### config.mk
export PLATFORM = sky130hd
export DESIGN_NAME = jump_charge_ctrl
export DESIGN_NICKNAME = d
export VERILOG_FILES = /design/src/rtl/jump_charge_ctrl.sv
export SDC_FILE = /design/constraint.sdc
export NUM_CORES = 1
export LEC_CHECK = 0
export CAP_MARGIN = 30
export CORE_ASPECT_RATIO = 1.4
export CORE_MARGIN = 2
export CORE_UTILIZATION = 45
export CTS_CLUSTER_DIAMETER = 40
export DETAILED_ROUTE_END_ITERATION = 8
export GPL_ROUTABILITY_DRIVEN = 0
export PLACE_DENSITY = 0.8
export SYNTH_ARGS = -nofsm -noshare
export SYNTH_HDL_FRONTEND = slang
export SYNTH_SLANG_ARGS = --single-unit
### constraint.sdc
create_clock -name clk_jump -period 1.9 [get_ports clk_jump]
set_input_delay 0.285 -clock clk_jump [delete_from_list [all_inputs] [get_ports clk_jump]]
set_output_delay 0.285 -clock clk_jump [all_outputs]
set_load 0.03 [all_outputs]
### src/rtl/jump_charge_ctrl.sv
// Jump initiator: conditions the raw jump button, charges a launch velocity while
// it is held, and runs the en / v_init handshake with the jump trajectory block.
module jump_charge_ctrl #(
  parameter int V_MIN    = 32,
  parameter int V_STEP   = 2,
  parameter int V_MAX    = 255,
  parameter int DEBOUNCE = 3,
  parameter int TIMEOUT  = 1023
) (
  input  logic        clk_jump,
  input  logic        rst_n,
  input  logic        i_btn,
  input  logic        i_enable,
  input  logic        i_done,
  output logic        o_en,
  output logic [10:0] o_v_init,
  output logic        o_charging,
  output logic        o_landed,
  output logic        o_fault
);
  localparam int DB_W = $clog2(DEBOUNCE + 1);
  localparam int WD_W = $clog2(TIMEOUT + 1);

  typedef enum logic [1:0] {IDLE, CHARGE, JUMP, REARM} state_e;

  state_e          state_q;
  logic            sync1_q;
  logic            sync2_q;
  logic            btn_db_q;
  logic            btn_db_d;
  logic [DB_W-1:0] db_cnt_q;
  logic [DB_W-1:0] db_cnt_d;
  logic [WD_W-1:0] wd_q;
  logic [10:0]     v_q;
  logic [10:0]     v_d;
  logic            en_q;
  logic            charging_q;
  logic            landed_q;
  logic            fault_q;

  // Sum is formed one bit wider than the output so a step past the ceiling can't wrap.
  function automatic logic [10:0] sat_add(input logic [10:0] v);
    logic [11:0] sum;
    logic [10:0] res;
    sum = {1'b0, v} + 12'(V_STEP);
    if (sum > 12'(V_MAX)) res = 11'(V_MAX);
    else                  res = sum[10:0];
    return res;
  endfunction

  always_comb begin
    db_cnt_d = '0;
    btn_db_d = btn_db_q;
    if (sync2_q != btn_db_q) begin
      if (db_cnt_q == DB_W'(DEBOUNCE - 1)) btn_db_d = ~btn_db_q;
      else                                 db_cnt_d = db_cnt_q + 1'b1;
    end
  end

  assign v_d = sat_add(v_q);

  always_ff @(posedge clk_jump or negedge rst_n) begin
    if (!rst_n) begin
      sync1_q  <= 1'b0;
      sync2_q  <= 1'b0;
      btn_db_q <= 1'b0;
      db_cnt_q <= '0;
    end else begin
      sync1_q  <= i_btn;
      sync2_q  <= sync1_q;
      btn_db_q <= btn_db_d;
      db_cnt_q <= db_cnt_d;
    end
  end

  always_ff @(posedge clk_jump or negedge rst_n) begin
    if (!rst_n) begin
      state_q    <= IDLE;
      v_q        <= '0;
      wd_q       <= '0;
      en_q       <= 1'b0;
      charging_q <= 1'b0;
      landed_q   <= 1'b0;
      fault_q    <= 1'b0;
    end else begin
      landed_q <= 1'b0;
      fault_q  <= 1'b0;
      case (state_q)
        IDLE: begin
          if (btn_db_q && i_enable) begin
            state_q    <= CHARGE;
            v_q        <= 11'(V_MIN);
            charging_q <= 1'b1;
          end
        end
        CHARGE: begin
          // Losing permission takes priority over a release in the same cycle.
          if (!i_enable) begin
            state_q    <= IDLE;
            v_q        <= '0;
            charging_q <= 1'b0;
          end else if (!btn_db_q) begin
            state_q    <= JUMP;
            charging_q <= 1'b0;
            en_q       <= 1'b1;
            wd_q       <= WD_W'(1);
          end else begin
            v_q <= v_d;
          end
        end
        JUMP: begin
          if (i_done || (wd_q == WD_W'(TIMEOUT))) begin
            state_q  <= REARM;
            en_q     <= 1'b0;
            v_q      <= '0;
            wd_q     <= '0;
            landed_q <= i_done;
            fault_q  <= ~i_done;
          end else begin
            wd_q <= wd_q + 1'b1;
          end
        end
        REARM: begin
          // Wait for a full release so a press held through landing can't relaunch.
          if (!btn_db_q && !i_done) state_q <= IDLE;
        end
        default: state_q <= IDLE;
      endcase
    end
  end

  assign o_en       = en_q & rst_n;
  assign o_v_init   = v_q;
  assign o_charging = charging_q;
  assign o_landed   = landed_q;
  assign o_fault    = fault_q;

endmodule

==> flow_summary_export.csv, run 1 <==
group,metric,value,unit
run_status,status,"complete, no violations",
finish,layout-drive-gt1-share,24.4,%
global_route,grt_first_pass_wirelength,7.00,mm
timing,worst_pin_slew,0.441,ns
drt,viasPerCell,5.64,
floorplan,die_y,78.7,um
drt,vias,1585,
clock_network,cts_tree,"done",
global_route,grt_use_met3,4.12,%
global_route,overflow,0,
pwr,p_leak,0.983,nW
yosys,ys_seq_area_share,44.7,%
clock_network,clk_path_buf_depth,2,
clock_network,insertion_delay,0.28,ns
yosys,ys_seq_elements,32,
clock_network,post_cts_resized,1,
yosys,syn_nets,201,
drt,wl,4.07,mm
drt,drtIter0Drc,49,
yosys,synthSimpleGateAreaFrac,20.7,%
yosys,yosys-mux-area-fraction,1.82,%
floorplan,core_area,3880,um2
global_route,grt_pass1_vias,1575,
yosys,synthXorXnorAreaFrac,3.42,%
clock_network,cts_sinks,32,
critical_path,cp_data_arrival_time,2.00,ns
timing,slew_headroom,70.4,%
clock_network,h-tree-depth,2,
finish,insertedDiodeCount,0,
yosys,synthesis.area,1790,um2
yosys,synth_warnings,0,
finish,post-route-util,60.1,%
global_route,grt_util_met1,23.6,%
place,dpl.hpwl,2.99,mm
timing,report.final.slew_viol_count,0,
timing,hold_violations,0,
yosys,syn-instance-count,190,
drt,avgRoutedWirePerCell,14.5,um
finish,nets,248,
drt,antenna_left,0,
yosys,synth_fa_ha_area_share,4.19,%
timing,fmax,545,MHz
clock_network,hold_buffers,0,
pwr,p_per_area,1120,nW/um2
clock_network,post_cts_buffers,0,
critical_path,cp_data_required_time,2.07,ns
critical_path,r2r_slack,0.06,ns
floorplan,die_w,57.3,um
floorplan,rows,27,
drt,route.detailed.drc,0,
critical_path,crit_fanout,11,
drt,firstDrtPassIters,4,
place,port_buffers,19,
critical_path,criticalPathCategory,"reg -> reg",
floorplan,io_pins,20,
yosys,synth.distinct_cells,50,
floorplan,die_area,4510,um2
timing,skew,0.00744,ns
global_route,grt_max_degree,33,
critical_path,crit_path_end_kind,"flop",
timing,whs,0.349,ns
global_route,grt_antenna_before_repair,0,
global_route,grt.busiest_layer,"met2",
global_route,track_usage,19.9,%
yosys,syn_area_per_cell,9.43,um2
clock_network,clk_pin_slew_worst_paths,0.07,ns
run,drv_cap,0,
min_path,hp-class,"reg -> reg",
clock_network,cts-root-buf,"clkbuf_8",
floorplan,start_util,46.1,%
timing,period_share,96.6,%
finish,area_delta_synth_final,30.3,%
yosys,synth_compound_area_share,20.7,%
timing,finalCriticalPeriod,1.84,ns
timing,rsz0062_at_grt,"no",
yosys,synth_top_family_by_area,"simple AND/OR/NAND/NOR gates",
global_route,use_met2,33.8,%
pwr,max-vdd-ir-drop,815,uV
timing,finalSetupViolCount,0,
clock_network,numCtsBuffers,5,
critical_path,cp-start-kind,"flop",
-- stage by stage --
step                setup TNS, ns  area [um2]  instances  worst slack [ns]  total power [mW]
floorplan                 -0.0382        1820        190           -0.0382              1.63
global placement                0        2220        273            0.0445              2.03
detailed placement        -0.0177        2220        273           -0.0177              2.06
CTS                             0        2300        281            0.0233              2.57
global route                    0        2330        281           0.00249              2.81
finish                          0        2330        281            0.0641              2.62
-- cells in the final DEF, fill, tap and decap left out, types with 2 or more instances in the layout --
cell             instances
a211oi_1                 6
a21boi_0                 2
a21o_1                   2
a21oi_1                 12
a31oi_1                  3
and2_1                   6
and3_1                   2
buf_4                   28
clkbuf_1                 2
clkbuf_8                 5
clkdlybuf4s50_1         18
dfrtp_1                 25
dfrtp_2                  7
ha_1                     3
ha_4                     2
inv_1                   10
nand2_1                 12
nand2b_1                 4
nand3_1                  7
nand4_1                  5
nor2_1                  17
nor3_1                   4
o211ai_1                 2
o21ai_0                  8
o21ai_1                  2
o21ba_2                  2
o2bb2ai_1                2
o41ai_1                  2
or3_1                    2
xnor2_1                  7
-- routing by layer --
| metal | up-vias | wire length [um] |
|---|---|---|
| li1 | 789 | - |
| met1 | 749 | 1700 |
| met2 | 37 | 2150 |
| met3 | 10 | 135 |
| met4 | 0 | 91 |
| met5 | - | 0 |
-- worst paths after layout --
check                         from          end  depth (start not counted)
setup / recovery           wd_q[1]         flop                          6
hold / removal             sync1_q      sync2_q                          0
setup reg to reg           wd_q[1]         flop                          6
hold reg to reg            sync1_q      sync2_q                          0
max in group asynchronous    rst_n  o_v_init[8]                          2
min in group asynchronous    rst_n      wd_q[4]                          2
-- logic make-up (layout without fill, tap and decap cells) --
kind of cell / count (synthesis) / after routing
buffers and inverters: 16 / 64
xor gates and xnor gates: 7 / 7
muxes: 3 / 3
adders and majority gates: 6 / 6
AOI/OAI and AO/OA: 55 / 55
DFF: 32 / 32
and+or+nand+nor: 71 / 71
-- registers in the layout, summed over array words and instances (netlist names), named ones only --
register / count
btn_db_q: 1
db_cnt_q: 2
o_v_init: 11
o_landed: 1
sync2_q: 1
o_fault: 1
wd_q: 10
sync1_q: 1
o_charging: 1
en_q: 1
state_q: 1
-- worst max-delay path: stages, from the launching register on --
cell and delay [ns]:
dfrtp_1 0.43, ha_4 0.17, nand4_1 0.18, o311ai_1 0.28, buf_4 0.23, o211ai_1 0.11, mux2_1 0.32
-- final cells by class --
cell class | count | area (um2)
fill | 322 | 1550
multi-input combinational | 142 | 962
inverter | 10 | 37.5
clock inverter | 1 | 5.00
sequential | 32 | 810
tap | 43 | 53.8
timing repair buffer | 46 | 390
clock buffer | 7 | 76.3
-- where the power goes --
part,internal (mW),leakage [nW],switching [mW]
Combinational,0.541,0.526,0.653
Clock,0.256,0.0422,0.236
Sequential,0.800,0.415,0.130
-- cells in the mapped netlist, drive strengths merged --
library cell	n	area, um2
nand3	7	35.0
a21boi	2	15.0
nor4	1	6.26
mux2	2	22.5
o311ai	1	8.76
o21ai	10	50.1
o41ai	2	17.5
or3	2	12.5
nand2b	4	25.0
nor2	17	63.8
and2	8	53.8
a211o	1	8.76
nand4	5	31.3
clkbuf	3	21.3
dfrtp	32	801
or4	2	15.0
nor3b	1	7.51
a31o	1	8.76
nand2	13	48.8
a2111oi	2	17.5
o2bb2ai	2	17.5
xnor2	7	61.3
and4	1	10.0
inv	10	37.5
o31ai	1	7.51
nor3	4	20.0
or2	1	6.26
a221oi	1	8.76
o22ai	1	6.26
o21ba	2	20.0
a21oi	13	65.1
a211oi	7	52.6
o21a	1	7.51
o211ai	2	15.0
a31oi	3	18.8
a21o	2	15.0
and3	3	20.0
ha	6	75.1
mux2i	1	10.0
buf	3	21.3
o311a	1	10.0
nand3b	1	7.51
or3b	1	8.76
Note: power is estimated with default switching activity, not from simulation.
==> inputs of run 2 (changes only) <==
- ABC_CLOCK_PERIOD_IN_PS: not set -> 1900
- GPL_TIMING_DRIVEN: not set -> 0
==> run 2 against run 1 <==
Sequential share of layout area fell by 0.73 points. Utilization rose by 1.4 points. Count of clock-buffer cells in the layout rose by 1. Clock power rose by 11%. Global-route usage fell by 0.21 points. Setup slack got worse by 0.048 ns. Die area did not move. Sequential power rose by 1%. Non-clock buffer count fell by 8. Highest routed layer unchanged.
==> flow_summary_export.csv, run 2 (synthesis gave the netlist of run 1 again) <==
group,metric,value,unit
finish,largest_register_ffs,11,
min_path,min_to,"sync2_q",
critical_path,cp-start-kind,"flop",
pwr,p_leak,0.968,nW
finish,layout-drive-gt1-share,26.5,%
timing,hold_violations,0,
finish,insertedDiodeCount,0,
timing,finalSetupViolCount,0,
critical_path,crit_path_max_incr_delay,0.65,ns
min_path,hp-class,"reg -> reg",
timing,fmax,531,MHz
clock_network,clk_pin_slew_worst_paths,0.06,ns
min_path,whs_path_depth,0,
timing,finalCriticalPeriod,1.88,ns
critical_path,cp_data_required_time,2.08,ns
floorplan,die_y,78.7,um
clock_network,insertion_delay,0.29,ns
place,placed_area,2060,um2
clock_network,cts_tree,"done",
drt,avgRoutedWirePerCell,15.9,um
drt,antenna_left,0,
pwr,max-vdd-ir-drop,927,uV
pwr,p_switching,1.07,mW
timing,rsz0062_at_grt,"yes",
critical_path,cp_data_arrival_time,2.06,ns
drt,drtIter0Drc,61,
critical_path,r2r_end,"o_v_init[0]",
global_route,track_usage,19.6,%
critical_path,r2r_start,"o_v_init[1]",
timing,slew_headroom,77.7,%
global_route,grt_first_pass_wirelength,6.85,mm
drt,vias,1609,
clock_network,cts_sinks,32,
global_route,grt_pass1_vias,1523,
global_route,grt_antenna_before_repair,0,
floorplan,start_util,46.1,%
global_route,overflow,0,
timing,report.final.slew_viol_count,0,
floorplan,core_area,3880,um2
floorplan,io_pins,20,
finish,post-route-util,61.5,%
finish,fillCellCount,297,
clock_network,numCtsBuffers,5,
critical_path,crit_path_end_kind,"flop",
critical_path,criticalPathCategory,"reg -> reg",
critical_path,r2r_slack,0.02,ns
floorplan,rows,27,
timing,skew,0.00433,ns
drt,viasPerCell,5.89,
floorplan,die_area,4510,um2
finish,mostFrequentLayoutCell,"dfrtp_1",
place,dpl.hpwl,2.56,mm
finish,design_area,2390,um2
floorplan,die_w,57.3,um
pwr,netSwitchingFraction,39.6,%
critical_path,worstPathCellList,"nand4_1 > or4_4 > and2_4 > a211o_1",
pwr,p_per_area,1130,nW/um2
global_route,grt_max_degree,33,
clock_network,clk_path_buf_depth,2,
clock_network,h-tree-depth,2,
run,drv_cap,0,
timing,worst_pin_slew,0.331,ns
drt,route.detailed.drc,0,
critical_path,reg2regPathDepth,4,
min_path,min_from,"sync1_q",
drt,wl,4.35,mm
run_status,status,"complete, no violations",
pwr,pwr-share-seq,34.8,%
finish,area_delta_synth_final,33.3,%
finish,nets,240,
timing,period_share,99.2,%
pwr,clock_power_share,20.3,%
pwr,power.share.combinational,44.9,%
critical_path,cp_slowest_cell,"or4_4",
critical_path,crit_fanout,7,
pwr,internal-power,1.63,mW
drt,firstDrtPassIters,4,
place,port_buffers,19,
finish,final_cell_mix,"dfrtp_1 (24), clkdlybuf4s50_1 (18), nor2_1 (16)",
clock_network,cts-root-buf,"clkbuf_8",
-- run 2: changes by cell type in the layout (fill, tap and decap cells not counted), sizes merged --
cell,change
clkinv,-1
dlygate4sd3,+1
buf,-10
clkbuf,+2
-- run 2: how the worst max path moves through the flow --
| stage | slack [ns] | cells after the start | end | start |
|---|---|---|---|---|
| floorplan | -0.04 | 5 | o_v_init[0] | o_v_init[9] |
| global placement | -1.14 | 3 | o_en | rst_n |
| detailed placement | -0.36 | 5 | o_v_init[5] | i_enable |
| CTS | 0.003 | 6 | flop | wd_q[1] |
| global route | -0.04 | 6 | o_v_init[5] | state_q[0] |
| finish | 0.02 | 4 | o_v_init[0] | o_v_init[1] |
-- run 2: area by class of cell --
type	count	area, um2	share of cell area, %
inverters	10	37.5	1.57
well taps	43	53.8	2.25
clock buffers	8	90.1	3.77
multi-input cells	142	1040	43.5
plain buffers	4	43.8	1.83
repair buffers	34	314	13.1
flip-flops and latches	32	811	33.9
-- run 2: stage by stage --
step	TNS, ns	hold slack, ns	worst slack, ns	power [mW]	std cells
after floorplan	-0.0382	-0.0106	-0.0382	1.63	190
after global placement	-9.31	0.333	-1.14	1.90	252
after detailed placement	-5.19	0.336	-0.364	1.92	252
after CTS	0	0.351	0.00325	2.55	267
after global routing	-0.0855	0.361	-0.0370	2.88	273
final	0	0.349	0.0161	2.70	273
-- run 2: worst max-delay path: cells and delay by family, from the launching register on --
family	cells	cell delay [ns]
and+or+nand+nor	3	1.08
DFF	1	0.43
AOI/OAI and AO/OA	1	0.25
-- run 2: power by group through the flow --
stage	clock, mW	sequential, mW	combinational (mW)
floorplan	0	0.991	0.637
global placement	0	0.943	0.953
detailed placement	0	0.945	0.972
CTS	0.557	0.927	1.06
global route	0.585	0.960	1.33
finish	0.548	0.940	1.21
-- run 2: repair_timing --
| item | 4_1_cts | 5_1_grt |
|---|---|---|
| endpoints found under the setup margin | 19 | 17 |
| hold endpoints to repair | 32 | 0 |
| hold buffers | 2 | 0 |
| setup buffers | 7 | 4 |
| pin swaps | 2 | 5 |
| gates cloned | 0 | 2 |
| resized for setup | 10 | 25 |
-- run 2: metal layers --
layer | global-route usage (%) | vias to the layer above | share of wire [%] | routed length, um
li1 | - | 770 | - | -
met1 | 22.1 | 782 | 41 | 1800
met2 | 33.9 | 45 | 51 | 2230
met4 | 10.0 | 0 | 2.5 | 109
met5 | 0 | - | 0 | 0
met3 | 4.61 | 12 | 4.8 | 211
==> inputs of run 3 (changes only) <==
- CORE_MARGIN: 2 -> 5
==> run 3 against run 2 <==
The run now ends with negative setup slack left. Flip-flop and latch count unchanged. Utilization is 1.4 points lower. Register-to-register slack got worse by 0.06 ns. Hold slack better by 0.018 ns. Clock power is 7.1% lower. Cell count unchanged. First-iteration DRC count increased by 90%. Highest routed layer unchanged. Non-clock buffer count is the same. Clock skew is 0.0082 ns higher. Power fell by 2.8%. Final area fell by 2.3%.
==> flow_summary_export.csv, run 3 (synthesis gave the netlist of run 1 again) <==
group,metric,value,unit
timing,report.final.slew_viol_count,0,
finish,register_area,810,um2
finish,nets,240,
timing,rsz0062_at_grt,"yes",
clock_network,clk_pin_slew_worst_paths,0.07,ns
run_status,status,"finished with violations",
clock_network,cts-root-buf,"clkbuf_8",
critical_path,crit_fanout,5,
drt,route.detailed.drc,0,
critical_path,crit_path_max_incr_delay,0.42,ns
place,port_buffers,19,
critical_path,cp-start-kind,"flop",
critical_path,crit_path_end_kind,"flop",
global_route,overflow,0,
drt,firstDrtPassIters,4,
finish,multiInputGateArea,996,um2
critical_path,reg2regPathDepth,6,
timing,finalSetupViolCount,1,
timing,whs,0.367,ns
place,preCtsSetupSlack,-0.347,ns
finish,insertedDiodeCount,0,
clock_network,insertion_delay,0.29,ns
drt,drtIter0Drc,116,
finish,final_cell_mix,"dfrtp_1 (25), clkdlybuf4s50_1 (18), nor2_1 (16)",
critical_path,cp_data_required_time,2.07,ns
min_path,min_from,"sync1_q",
pwr,p_leak,0.962,nW
clock_network,numCtsBuffers,5,
timing,period_share,102,%
clock_network,cts_sinks,32,
clock_network,h-tree-depth,2,
run_status,violations,"negative setup slack",
finish,fillCellCount,317,
run,drv_cap,0,
timing,finalCriticalPeriod,1.94,ns
critical_path,worstPathCellList,"ha_2 > nand4_1 > o311ai_4 > buf_6 > o211ai_1 > mux2_1",
timing,hold_violations,0,
drt,wl,4.41,mm
floorplan,die_y,84.7,um
floorplan,core_area,3880,um2
timing,fmax,514,MHz
drt,viasPerCell,5.88,
finish,mostFrequentLayoutCell,"dfrtp_1",
min_path,min_to,"sync2_q",
timing,skew,0.0125,ns
critical_path,cp_slowest_cell,"o311ai_4",
timing,slew_headroom,73.7,%
floorplan,start_util,46.1,%
floorplan,die_w,63.3,um
clock_network,clk_path_buf_depth,2,
global_route,track_usage,16.4,%
finish,layout-drive-gt1-share,23.5,%
pwr,max-vdd-ir-drop,979,uV
drt,avgRoutedWirePerCell,16.2,um
global_route,grt_first_pass_wirelength,7.20,mm
global_route,grt_pass1_vias,1599,
finish,post-route-util,60.1,%
critical_path,path_delay_family,"compound AO/OA/AOI/OAI gates",
finish,area_delta_synth_final,30.3,%
critical_path,cp_num_buf_inv,1,
critical_path,criticalPathCategory,"reg -> reg",
global_route,grt_max_degree,33,
finish,design_area,2330,um2
floorplan,io_pins,20,
clock_network,cts_tree,"done",
critical_path,r2r_slack,-0.04,ns
timing,setup_ws,-0.0450,ns
place,placed_area,2060,um2
min_path,whs_path_depth,0,
min_path,hp-class,"reg -> reg",
critical_path,r2r_start,"wd_q[0]",
global_route,grt_antenna_before_repair,0,
drt,vias,1606,
pwr,p_per_area,1130,nW/um2
critical_path,cp_data_arrival_time,2.11,ns
floorplan,rows,27,
floorplan,die_area,5360,um2
drt,antenna_left,0,
finish,largest_register_ffs,11,
place,dpl.hpwl,2.70,mm
timing,worst_pin_slew,0.390,ns
timing,fin_setup_tns,-0.0450,ns
-- run 3: layer usage --
layer	vias up	part of all wire (%)	global-route usage, %	wire, um
li1	768	-	-	-
met1	771	41	20.7	1800
met2	57	52	26.2	2300
met3	10	5.0	3.08	221
met4	0	2.0	8.70	90
met5	-	0	0	0
-- run 3: what timing repair did --
action | 4_1_cts | 5_1_grt
setup endpoints to repair | 19 | 18
hold endpoints to repair | 32 | 0
pin swaps | 0 | 4
hold buffers | 2 | 0
resized for setup | 9 | 12
buffers inserted | 5 | 7
gates cloned | 0 | 1
-- run 3: area by class of cell --
cell class | count | area share, %
multi-input combinational | 142 | 42.7
sequential | 32 | 34.7
timing repair buffer | 34 | 13.4
clock buffer | 7 | 3.27
tap | 43 | 2.30
buffer | 4 | 1.88
inverter | 10 | 1.61
clock inverter | 1 | 0.214
-- run 3: worst max-delay path by stage --
stage	startpoint	endpoint	slack [ns]	cells after the start
floorplan	o_v_init[9]	o_v_init[0]	-0.04	5
detailed placement	i_enable	o_v_init[5]	-0.35	5
global placement	rst_n	o_en	-1.15	3
finish	wd_q[0]	flop	-0.04	6
CTS	flop	wd_q[9]	0.02	7
global route	wd_q[1]	flop	-0.12	6
-- run 3: metrics by stage --
step                      total power [mW]  cells
after floorplan                       1.63    190
after global placement                1.89    252
after detailed placement              1.93    252
after CTS                             2.52    265
after global routing                  2.82    273
final                                 2.63    273
-- run 3: where the power goes --
group	switching [mW]	leakage [nW]	internal [mW]
sequential	0.130	0.415	0.800
clock	0.252	0.0422	0.257
combinational	0.660	0.505	0.528
total	1.04	0.962	1.59
